==> src/rtl/spi_receiver.sv <==
// SPI slave receiver/transmitter running in the system clock domain.
// SCK, CS and MOSI are oversampled through 2-FF synchronizers; supports all CKP/CPH modes.
module spi_receiver #(
    parameter int   WIDTH     = 16,
    parameter logic IDLE_MISO = 1'b0
) (
    input  logic             CLK,
    input  logic             RESET,
    input  logic             CKP,
    input  logic             CPH,
    input  logic             SCK,
    input  logic             CS,
    input  logic             MOSI,
    output logic             MISO,
    input  logic [WIDTH-1:0] tx_data,
    output logic [WIDTH-1:0] rx_data,
    output logic             rx_valid,
    output logic             busy,
    output logic             frame_err
);

    localparam int CW = $clog2(WIDTH + 2);

    typedef enum logic [1:0] {S_IDLE, S_ACTIVE, S_DONE} state_t;

    state_t           r_state;
    logic             r_sck_s1, r_sck_s2, r_sck_d;
    logic             r_cs_s1, r_cs_s2, r_cs_d;
    logic             r_mosi_s1, r_mosi_s2;
    logic [CW-1:0]    r_cnt;
    logic [WIDTH-1:0] r_rx_shift, r_tx_shift;
    logic             r_first;

    logic w_lead, w_trail, w_samp, w_shft, w_cs_rise;

    // SCK is synchronized relative to its idle level (SCK ^ CKP), so a reset
    // value of 0 means "at CKP" and the leading edge is always a 0->1 step.
    always_ff @(posedge CLK or negedge RESET) begin
        if (!RESET) begin
            r_sck_s1  <= 1'b0;
            r_sck_s2  <= 1'b0;
            r_sck_d   <= 1'b0;
            r_cs_s1   <= 1'b1;
            r_cs_s2   <= 1'b1;
            r_cs_d    <= 1'b1;
            r_mosi_s1 <= 1'b0;
            r_mosi_s2 <= 1'b0;
        end else begin
            r_sck_s1  <= SCK ^ CKP;
            r_sck_s2  <= r_sck_s1;
            r_sck_d   <= r_sck_s2;
            r_cs_s1   <= CS;
            r_cs_s2   <= r_cs_s1;
            r_cs_d    <= r_cs_s2;
            r_mosi_s1 <= MOSI;
            r_mosi_s2 <= r_mosi_s1;
        end
    end

    assign w_lead    = r_sck_s2 & ~r_sck_d;
    assign w_trail   = ~r_sck_s2 & r_sck_d;
    assign w_samp    = CPH ? w_trail : w_lead;
    assign w_shft    = CPH ? w_lead : w_trail;
    assign w_cs_rise = r_cs_s2 & ~r_cs_d;

    always_ff @(posedge CLK or negedge RESET) begin
        if (!RESET) begin
            r_state    <= S_IDLE;
            r_cnt      <= '0;
            r_rx_shift <= '0;
            r_tx_shift <= '0;
            r_first    <= 1'b0;
            MISO       <= IDLE_MISO;
            rx_data    <= '0;
            rx_valid   <= 1'b0;
            busy       <= 1'b0;
            frame_err  <= 1'b0;
        end else begin
            rx_valid  <= 1'b0;
            frame_err <= 1'b0;
            case (r_state)
                // Start on CS level so a CS that fell during DONE is not lost.
                S_IDLE: begin
                    MISO <= IDLE_MISO;
                    if (!r_cs_s2) begin
                        r_tx_shift <= tx_data;
                        r_cnt      <= '0;
                        r_first    <= 1'b1;
                        busy       <= 1'b1;
                        r_state    <= S_ACTIVE;
                        if (!CPH) MISO <= tx_data[WIDTH-1];
                    end
                end
                S_ACTIVE: begin
                    if (w_cs_rise) begin
                        r_state <= S_DONE;
                    end else if (w_samp) begin
                        r_rx_shift <= {r_rx_shift[WIDTH-2:0], r_mosi_s2};
                        if (r_cnt != CW'(WIDTH + 1)) r_cnt <= r_cnt + 1'b1;
                    end else if (w_shft) begin
                        // CPH=1: the first leading edge only presents the MSB.
                        if (CPH && r_first) begin
                            MISO    <= r_tx_shift[WIDTH-1];
                            r_first <= 1'b0;
                        end else begin
                            r_tx_shift <= {r_tx_shift[WIDTH-2:0], 1'b0};
                            MISO       <= r_tx_shift[WIDTH-2];
                        end
                    end
                end
                S_DONE: begin
                    if (r_cnt == CW'(WIDTH)) begin
                        rx_data  <= r_rx_shift;
                        rx_valid <= 1'b1;
                    end else begin
                        frame_err <= 1'b1;
                    end
                    busy    <= 1'b0;
                    MISO    <= IDLE_MISO;
                    r_state <= S_IDLE;
                end
                default: r_state <= S_IDLE;
            endcase
        end
    end

endmodule

==> config.mk <==
export PLATFORM = sky130hd
export DESIGN_NAME = spi_receiver
export DESIGN_NICKNAME = d
export VERILOG_FILES = /design/src/rtl/spi_receiver.sv
export SDC_FILE = /design/constraint.sdc
export NUM_CORES = 1
export LEC_CHECK = 0
export BUFFER_PORTS_ARGS = -buffer_cell sky130_fd_sc_hd__buf_2
export CAP_MARGIN = 20
export CORE_UTILIZATION = 35
export CTS_BUF_LIST = sky130_fd_sc_hd__clkbuf_4 sky130_fd_sc_hd__clkbuf_8 sky130_fd_sc_hd__clkbuf_16
export CTS_CLUSTER_DIAMETER = 80
export CTS_CLUSTER_SIZE = 8
export DETAILED_ROUTE_END_ITERATION = 10
export GPL_ROUTABILITY_DRIVEN = 0
export GPL_TIMING_DRIVEN = 0
export SLEW_MARGIN = 10
export SYNTH_ARGS = -nofsm -noshare
export SYNTH_HDL_FRONTEND = slang
export SYNTH_SLANG_ARGS = --single-unit
==> constraint.sdc <==
create_clock -name CLK -period 2 [get_ports CLK]
set_input_delay 0.5 -clock CLK [delete_from_list [all_inputs] [get_ports CLK]]
set_output_delay 0.5 -clock CLK [all_outputs]
set_load 0.02 [all_outputs]
==> reports/metrics.cfg <==
[status]
status = finished, final reports clean

[floorplan]
die_area_um2 = 9270
start_util = 0.358
core-area_um2 = 8680
fp.dieH_um = 96.3
io_pins = 43
rows = 34
die_w_um = 96.3

[yosys]
syn_area_um2 = 3110
synthCells = 217
syn-num-nets = 249
ys.flop_type = dfrtp_1
synth_warnings = 0
synth-edff-count = 0
avgSynthCellArea_um2 = 14.3
ys_types = 41
synth.yosys.seq_area_share = 0.548
async_reset_ff_frac = 1.00
ys_ff_latch = 68

[sta]
finClkSkew_ns = 0.00930
maxSlewViolCount = 0
setup_viol = 0
rsz0062_at_grt = false
finalCritPeriodShare = 0.939
post-route-min-period_ns = 1.88
max_slew_margin = 0.744
tightest_slew_ns = 0.380
max_freq_ghz = 0.532
hold_ws_ns = 0.00766
final_hold_viol_count = 0

[cells_and_area]
final_cell_mix = dfrtp_1 (65), mux2_2 (55), buf_2 (41)
drive_gt1_frac = 0.553
instances_no_fill = 390
nets = 309
n_fill_cell = 843
layout_commonest_cell = dfrtp_1
antenna_cells = 0
area_delta_synth_final_pct = 20.1

[drt]
vias = 1896
drt_iter0_markers = 48
drtAntennaViolNets = 0
drt_drc_violations_left = 0
wl_per_cell_um = 13.6
drt-total-wl_um = 5310
vias_per_cell = 4.86
firstDrtPassIters = 4

[power]
vdd_ir_drop_max_v = 0.000579
p_leak_nw = 1.85
cellPowerDensity_nw_per_um2 = 1350

[worst_setup_path]
path_class = flop to flop
cp_max_fo = 7
cp-start-kind = flop
worstSetupEndpointType = flop
required_ns = 2.27
crit_arrival_ns = 2.14
rrSetupSlack_ns = 0.12

[cts]
holdBufCountCts = 0
clock_latency_ns = 0.35
max-clock-path-buffers = 2
path_clk_slew_ns = 0.08
numClockSinks = 68
tritoncts = yes
root_buffer = clkbuf_8
htree_num_levels = 3
numCtsBuffers = 9

[global_routing]
antenna_found_initial = 0
grt_use_met2 = 0.196
grt.overflow.total = 0
grt_usage = 0.132
grt_pass1_vias = 1908
grt_max_degree = 52
busiest_layer = met2
use_met3 = 0.0387
grt_pass1_wl_um = 9130
grt_use_met1 = 0.171

[placed_design]
placedCellCount = 368
port_buffers = 42
dp_hpwl_um = 3550

[run]
drv_cap = 0

[hold_path]
min_path_type = input pin to async pin

==> worst max-delay path, cell delays in order, from the launching register on <==
cell	delay, ns
dfrtp_1	0.43
ha_1	0.23
buf_6	0.13
nand3b_1	0.10
o211ai_1	0.15
or3_1	0.41
buf_6	0.15
o31ai_2	0.20
==> what timing repair did <==
item | CTS | global route
resized for setup | 3 | 7
pin swaps | 2 | 2
endpoints found under the setup margin | 18 | 27
setup buffers | 4 | 3
hold endpoints to repair | 0 | 0
==> where the power goes <==
part | switching [mW] | leakage, nW | internal (mW)
combinational | 0.917 | 0.890 | 1.18
sequential | 0.203 | 0.870 | 1.71
clock | 0.566 | 0.0896 | 0.455
==> synth_stat cells, types with 2 or more instances <==
master,number,area (um2)
mux2_4,9,135
a31oi_1,3,18.8
dfstp_2,3,78.8
mux2i_1,2,20.0
ha_1,9,113
o211ai_1,3,22.5
buf_6,4,45.0
nand2_1,8,30.0
clkbuf_1,2,7.51
nand2b_1,3,18.8
dfrtp_1,65,1630
a21oi_1,2,10.0
or3_1,2,12.5
nor3b_2,2,25.0
o41ai_1,2,17.5
nor2_1,5,18.8
buf_2,2,10.0
nand4b_1,2,17.5
o21ai_0,4,20.0
mux2_2,55,619
inv_1,8,30.0
o31ai_2,2,25.0
nand3_1,2,10.0
==> area by class of cell <==
| class | instances | area [um2] | share of cell area |
|---|---|---|---|
| Inverter | 8 | 30.0 | 0.00804 |
| Tap cell | 108 | 135 | 0.0362 |
| Clock inverter | 7 | 52.6 | 0.0141 |
| Multi-Input combinational cell | 132 | 1320 | 0.354 |
| Buffer | 8 | 73.8 | 0.0198 |
| Timing Repair Buffer | 50 | 293 | 0.0784 |
| Clock buffer | 9 | 124 | 0.0332 |
| Sequential cell | 68 | 1710 | 0.456 |
==> per-stage QoR <==
stage	total power, mW	worst slack, ns	utilization	area [um2]	TNS, ns
floorplan	3.46	0.106	-	3110	0
finish	5.03	0.122	0.431	3740	0
global route	5.37	0.0153	0.431	3740	0
detailed placement	3.87	-0.117	0.402	3490	-1.39
CTS	5.01	0.0351	0.427	3700	0
global placement	3.81	-0.101	0.398	3460	-1.21
==> routing by layer <==
layer | share of wire | vias to the layer above
li1 | - | 901
met1 | 0.48 | 954
met2 | 0.46 | 28
met3 | 0.036 | 13
met4 | 0.026 | 0
met5 | 0 | -
==> final timing paths <==
| path | cells past startpoint | startpoint | to |
|---|---|---|---|
| max reg2reg | 7 | r_state[0] | r_cnt[3] |
| max in group asynchronous | 2 | RESET | r_cs_d |
| max | 7 | r_state[0] | r_cnt[3] |
| min reg2reg | 0 | r_mosi_s1 | r_mosi_s2 |
| min in group CLK | 1 | CS | r_cs_s1 |
| min | 1 | RESET | rx_data[7] |
==> registers in the layout, summed over array words and instances (netlist names), 2 cells and up <==
register and count:
r_rx_shift 16, r_tx_shift 16, rx_data 16, r_cnt 5, r_state 2
==> logic make-up (layout without fill, tap and decap cells) <==
family                     Yosys count  after routing  synth area share
adders and majority gates            9              9            0.0362
muxes                               66             66             0.249
buffers and inverters               17             82            0.0322
AOI/OAI and AO/OA                   24             24            0.0688
and+or+nand+nor                     32             32            0.0628
xor gates and xnor gates             1              1           0.00282
DFF                                 68             68             0.548
No activity file was read; power rests on OpenSTA's default activity.
